[config.mk]
export PLATFORM = sky130hd
export DESIGN_NAME = seq_tracker_fsm
export DESIGN_NICKNAME = d
export VERILOG_FILES = /design/src/rtl/seq_fsm_pkg.sv /design/src/rtl/seq_fsm_idle_timer.sv /design/src/rtl/seq_tracker_fsm.sv
export SDC_FILE = /design/constraint.sdc
export NUM_CORES = 1
export LEC_CHECK = 0
export CAP_MARGIN = 20
export CELL_PAD_IN_SITES_DETAIL_PLACEMENT = 1
export CELL_PAD_IN_SITES_GLOBAL_PLACEMENT = 2
export CORE_MARGIN = 5
export CORE_UTILIZATION = 25
export CTS_BUF_LIST = sky130_fd_sc_hd__clkbuf_16
export DETAILED_ROUTE_END_ITERATION = 10
export PLACE_DENSITY = 0.72
export SLEW_MARGIN = 20
export SYNTH_ARGS = -nofsm -noshare
export SYNTH_HDL_FRONTEND = slang
export SYNTH_SLANG_ARGS = --single-unit
[constraint.sdc]
create_clock -name clk -period 1.9 [get_ports clk]
set_clock_uncertainty 0.1 [all_clocks]
set_input_delay 0.38 -clock clk [delete_from_list [all_inputs] [get_ports clk]]
set_output_delay 0.38 -clock clk [all_outputs]
set_load 0.05 [all_outputs]
[src/rtl/seq_fsm_pkg.sv]
// Shared types and helpers for the sequence tracker FSM.
package seq_fsm_pkg;

  typedef enum logic [1:0] {
    ENC_BINARY = 2'd0,
    ENC_GRAY   = 2'd1,
    ENC_ONEHOT = 2'd2
  } enc_e;

  // Helpers work on a fixed 8-bit view: state indices and symbols never exceed it.
  localparam int SYM_W      = 8;
  localparam int MAX_STATES = 256;
  localparam int WRAP_SAT   = 255;

  // Symbol expected in state k: k mod 2^in_w.
  function automatic logic [SYM_W-1:0] exp_sym(input logic [SYM_W-1:0] k, input int in_w);
    logic [SYM_W-1:0] mask;
    mask = SYM_W'((1 << in_w) - 1);
    return k & mask;
  endfunction

  function automatic logic [SYM_W-1:0] bin2gray(input logic [SYM_W-1:0] b);
    return b ^ (b >> 1);
  endfunction

endpackage

[src/rtl/seq_fsm_idle_timer.sv]
// Idle-cycle counter with timeout compare for the sequence tracker.
module seq_fsm_idle_timer
  import seq_fsm_pkg::*;
#(
  parameter  int TIMEOUT = 4,
  localparam int CNT_W   = (TIMEOUT > 1) ? $clog2(TIMEOUT) : 1
)(
  input  logic clk,
  input  logic reset,
  input  logic advance,   // matching symbol consumed this cycle
  input  logic restart,   // strict-mode mismatch sends the FSM to state 0
  input  logic idle_en,   // current state is a legal non-zero state
  output logic expire
);

  logic [CNT_W-1:0] cnt_q;

  // An advance in the final idle cycle wins over the timeout; a strict
  // restart does not, so both events can be flagged together.
  assign expire = idle_en && !advance && (cnt_q == CNT_W'(TIMEOUT - 1));

  // Count idle cycles; any state change or sitting in state 0 clears.
  always_ff @(posedge clk or posedge reset) begin
    if (reset)
      cnt_q <= '0;
    else if (advance || restart || !idle_en || expire)
      cnt_q <= '0;
    else
      cnt_q <= cnt_q + 1'b1;
  end

endmodule

[src/rtl/seq_tracker_fsm.sv]
// Tracks an incrementing symbol sequence; flags wraps, mismatches and idle timeouts.
module seq_tracker_fsm
  import seq_fsm_pkg::*;
#(
  parameter  int   NUM_STATES = 32,
  parameter  int   IN_W       = 2,
  parameter  enc_e ENCODING   = ENC_BINARY,
  parameter  int   STRICT     = 0,
  parameter  int   TIMEOUT    = 0,
  localparam int   IDX_W      = (NUM_STATES > 1) ? $clog2(NUM_STATES) : 1,
  localparam int   CODE_W     = (ENCODING == ENC_ONEHOT) ? NUM_STATES : IDX_W
)(
  input  logic              clk,
  input  logic              reset,
  input  logic              in_valid,
  input  logic [IN_W-1:0]   in,
  output logic [IDX_W-1:0]  state_idx,
  output logic [CODE_W-1:0] state_code,
  output logic              out_signal,
  output logic              wrap_pulse,
  output logic              mismatch_pulse,
  output logic              timeout_pulse,
  output logic [7:0]        wrap_count
);

  (* keep = "true" *) logic [IDX_W-1:0] idx_q;
  logic [IDX_W-1:0] idx_d;
  logic in_range, sym_hit, advance, mismatch, last, restart, idle_en, expire;

  function automatic logic [CODE_W-1:0] encode(input logic [IDX_W-1:0] v);
    logic [CODE_W-1:0] c;
    case (ENCODING)
      ENC_GRAY:   c = CODE_W'(bin2gray(SYM_W'(v)));
      ENC_ONEHOT: c = CODE_W'(1) << v;
      default:    c = CODE_W'(v);
    endcase
    return c;
  endfunction

  // XOR of index bits [2:0]; bits above IDX_W read as zero.
  function automatic logic par3(input logic [IDX_W-1:0] v);
    logic [SYM_W-1:0] w;
    w = SYM_W'(v);
    return ^w[2:0];
  endfunction

  assign in_range = int'(idx_q) < NUM_STATES;
  assign sym_hit  = (SYM_W'(in) == exp_sym(SYM_W'(idx_q), IN_W));
  assign advance  = in_range && in_valid && sym_hit;
  assign mismatch = in_range && in_valid && !sym_hit;
  assign last     = int'(idx_q) == NUM_STATES - 1;
  assign restart  = mismatch && (STRICT != 0);
  assign idle_en  = in_range && (idx_q != '0);

  generate
    if (TIMEOUT > 0) begin : g_timer
      seq_fsm_idle_timer #(.TIMEOUT(TIMEOUT)) u_timer (
        .clk     (clk),
        .reset   (reset),
        .advance (advance),
        .restart (restart),
        .idle_en (idle_en),
        .expire  (expire)
      );
    end else begin : g_no_timer
      assign expire = 1'b0;
    end
  endgenerate

  // Next-state selection: illegal index recovery, advance, then restart/timeout.
  always_comb begin
    idx_d = idx_q;
    if (!in_range)
      idx_d = '0;
    else if (advance)
      idx_d = last ? '0 : idx_q + 1'b1;
    else if (restart || expire)
      idx_d = '0;
  end

  // State register plus all registered outputs derived from the next state.
  always_ff @(posedge clk or posedge reset) begin
    if (reset) begin
      idx_q          <= '0;
      state_code     <= encode('0);
      out_signal     <= 1'b0;
      wrap_pulse     <= 1'b0;
      mismatch_pulse <= 1'b0;
      timeout_pulse  <= 1'b0;
      wrap_count     <= '0;
    end else begin
      idx_q          <= idx_d;
      state_code     <= encode(idx_d);
      out_signal     <= par3(idx_d);
      wrap_pulse     <= advance && last;
      mismatch_pulse <= mismatch;
      timeout_pulse  <= expire;
      if (advance && last && wrap_count != 8'(WRAP_SAT))
        wrap_count <= wrap_count + 8'd1;
    end
  end

  assign state_idx = idx_q;

endmodule

# Word-level counts from Yosys, hierarchy flattened
# Cells that the tools add are included.
# totals
inputBits	5
register_bits	16
wordCells	19
out_inout_bits	22
# op_classes
n_reduce_logical	6
eq_ne	3
add_sub_neg	2
mux	2
# op_table
op	count
$add A8 B1 Y8 const B	1
$ne A8 B8 Y1 const B	1
$add A5 B1 Y5 const B	1
$eq A5 B1 Y1 const B	1
$mux W5	1
$logic_and A1 B1 Y1	4
$mux W3	1
$reduce_xor A3 Y1	1
$eq A2 B2 Y1	1
$logic_not A1 Y1	1

# Longest topological paths before layout
# depth
ltp_word	4
ltp_mapped	8
ltp_nobuf	8

# Worst setup path after synthesis
# No wires, ideal clock.
# synth_timing
path_kind	register -> register
from	register state_code[1] (netlist name)
to	register wrap_count[1]
stages_incl_launch_ff	7
setup_time_ns	0.125
t_arrival_ns	1.749
n_path_buf	0
slack_ns	-0.074
period_less_slack_ns	1.974
t_required_ns	1.675
cell_sequence	dfrtp_1 -> ha_1 -> and3_1 -> ha_1 -> nand4_2 -> a31oi_4 -> mux2_2
# synth_rtl
item	line_no	text
end signal, assigned	seq_tracker_fsm.sv:99	wrap_count <= wrap_count + 8'd1;
end, declared	seq_tracker_fsm.sv:23	output logic [7:0] wrap_count

==> flow_metrics.py <==
metrics = {
    "power_and_ir_drop": {
        "p_leak_nw": 0.625,
        "ir_drop_mv": 0.320,
        "power_per_cell_area_mw_per_mm2": 1500,
        "p_total_mw": 1.93,
    },
    "die": {
        "start_util": 0.262,
        "chipWidth_um": 69.4,
        "ios": 27,
        "die_h_um": 69.4,
        "rows": 21,
        "core_mm2": 0.00336,
        "dieArea_mm2": 0.00481,
    },
    "logic_synthesis": {
        "synth_area_um2": 881,
        "ys_warn_count": 0,
        "ys_ff_latch": 16,
        "synth_top_area_cell": "dfrtp_1",
        "ys_top_cells_by_area": "dfrtp_1 (45%), buf_4 (9.4%), xnor2_1 (8.0%)",
        "synth_flop_cell": "dfrtp_1",
        "synth-edff-count": 0,
        "yosysMostFrequentCell": "dfrtp_1",
        "async_flop_share": 1.00,
        "ys_top_cells_by_count": "dfrtp_1 (16), buf_4 (11), xnor2_1 (8)",
        "synth_top_area_share": 0.455,
        "syn-mean-instance-area_um2": 10.9,
        "syn_inst": 81,
        "ys_types": 25,
        "synthesis.nets": 89,
        "seq_area_frac_synth": 0.455,
    },
    "grt": {
        "met3_usage": 0.0362,
        "overflow": 0,
        "grt_pass1_wl_mm": 3.46,
        "grt_pass1_vias": 741,
        "grt_antenna_before_repair": 0,
        "grt_usage": 0.0878,
        "met1_usage": 0.0938,
        "grt-busiest-layer": "met2",
        "grt_util_met2": 0.157,
        "grt_max_degree": 11,
    },
    "layout": {
        "nFillCells": 391,
        "drive_gt1_frac": 0.427,
        "final_cells": 156,
        "syn_to_final_growth_pct": 46.0,
        "n_antenna_cell": 0,
        "nNetsFinal": 119,
    },
    "timing": {
        "rsz0062_at_grt": "false",
        "fmax_ghz": 0.546,
        "finalMaxSlewViolations": 0,
        "fin_crit_sh": 0.964,
        "finalSetupViolations": 0,
        "finalHoldViolCount": 0,
        "finalCriticalPeriod_ns": 1.83,
    },
    "flow_run": {
        "drv_cap": 0,
    },
    "setup_path": {
        "slowest_delay_ns": 0.42,
        "startpoint_type": "register",
        "cpMaxStageDelayCell": "dfrtp_2",
        "crit_path_end_kind": "register",
        "crit_type": "reg -> reg",
        "cp_max_fo": 4,
        "cp_data_required_time_ns": 1.97,
        "path_buf_inv": 1,
        "cp_top_family": "flip-flops",
        "timing.rr.start": "state_code[1]$_DFF_PP0_",
        "worstPathCellList": "ha_4 > and3_4 > ha_4 > inv_1 > a31oi_1 > a31oi_1 > xnor2_1 > xnor2_1",
        "crit_start": "state_code[1]$_DFF_PP0_",
        "cp_data_arrival_time_ns": 1.90,
    },
    "cts": {
        "htreeDepth": 1,
        "clk_latency_ns": 0.24,
        "numCtsBuffers": 3,
        "clock-sinks": 16,
        "cts.clk_slew.worst_paths_ns": 0.05,
        "cts_tree": "yes",
        "cts_root_buf": "clkbuf_16",
        "clock_path_buffers": 2,
    },
    "outcome": {
        "status": "finished, final reports clean",
    },
    "drt": {
        "drcViolationCount": 0,
        "via_per_inst": 4.31,
        "drtIter0Drc": 11,
        "vias": 673,
        "ant_nets": 0,
        "dr.pass1.iters": 2,
        "wl_per_cell_um": 13.6,
        "routed_wl_mm": 2.12,
    },
    "place": {
        "routabilityCongestion": 0.735,
        "numPortBuffers": 25,
        "dp_hpwl_mm": 1.68,
        "dp_cells": 150,
    },
    "min_path": {
        "hp-class": "in -> async",
    },
}
-- power breakdown --
group	total, mW	internal, mW	switching [mW]
registers	0.461	0.406	0.0547
logic	1.05	0.399	0.654
clock network	0.415	0.279	0.136
-- final cells by class --
class | count | area (µm²) | share of cell area
Multi-Input combinational cell | 49 | 440 | 0.342
Sequential cell | 16 | 402 | 0.312
Timing Repair Buffer | 36 | 289 | 0.225
Clock buffer | 3 | 75.1 | 0.0584
Tap cell | 46 | 57.6 | 0.0447
Inverter | 5 | 18.8 | 0.0146
Clock inverter | 1 | 3.75 | 0.00292
-- worst register-to-register path: cells and delay by family, from the launching register on --
family	cells	cell delay, ns
buffers and inverters	1	0.09
and+or+nand+nor	1	0.18
DFF	1	0.42
xor gates and xnor gates	2	0.31
adders and majority gates	2	0.35
AOI/OAI and AO/OA	2	0.31
-- path summary, 6_finish.rpt --
check	endpoint	slack (ns)	cells after the start
worst max-delay path	out_signal$_DFF_PP0_	0.07	8
worst min-delay path	state_code[0]$_DFF_PP0_	0.27	2
worst max register to register	out_signal$_DFF_PP0_	0.07	8
worst min register to register	wrap_count[0]$_DFFE_PP0P_	0.42	1
max in group asynchronous	wrap_count[3]$_DFFE_PP0P_	1.00	3
min in group clk	wrap_count[0]$_DFFE_PP0P_	0.42	1
-- repair_timing --
action                                  CTS  global route
setup buffers                             0             2
endpoints found under the setup margin    0             5
hold buffers                              0             0
hold endpoints to repair                  0             0
gates resized for setup                   0             7
-- state kept, by name, summed over array words and instances, names as in the netlist --
name,cells
wrap_count,8
wrap_pulse,1
out_signal,1
mismatch_pulse,1
state_code,5
-- per-layer routing --
layer / vias up / wire length, µm
met5: - / 0
met4: 0 / 17
met3: 2 / 131
met2: 19 / 1100
met1: 327 / 871
li1: 325 / -
-- cells in the final DEF (no fill, tap or decap), drive strengths merged --
master and count:
and3 4, buf 32, dfrtp 16, ha 3, o21ai 1, xor2 1, and4 1, clkbuf 3
mux2 2, a32o 1, nor2 4, dlymetal6s2s 2, inv 5, nand2b 2, conb 1, a21oi 1
clkinv 1, nand3 4, a31oi 4, a21boi 1, a31o 1, nand4 2, clkdlybuf4s50 2, nand2 6
xnor2 10
-- cells by family (layout without fill, tap and decap cells) --
group	count (synthesis)	count (layout)	share of synthesized area
compound gates	9	9	0.0909
xor+xnor	11	11	0.126
fa+ha+maj	3	3	0.0426
buf+inv	16	45	0.115
flops	16	16	0.455
mux	2	2	0.0256
other cells	1	1	0.00426
simple gates	23	23	0.141
-- stage by stage --
stage | cell area (µm²) | setup TNS [ns] | util | hold slack, ns | setup WS, ns
final | 1290 | 0 | 0.382 | 0.269 | 0.0688
after global routing | 1290 | 0 | 0.382 | 0.305 | 0.00523
after detailed placement | 1140 | -2.02 | 0.340 | 0.409 | -0.246
after global placement | 1140 | -1.43 | 0.340 | 0.403 | -0.195
after floorplan | 902 | 0 | - | 0.194 | 0.00187
after CTS | 1220 | 0 | 0.363 | 0.283 | 0.00338
Note: power is estimated with default switching activity, not from simulation.
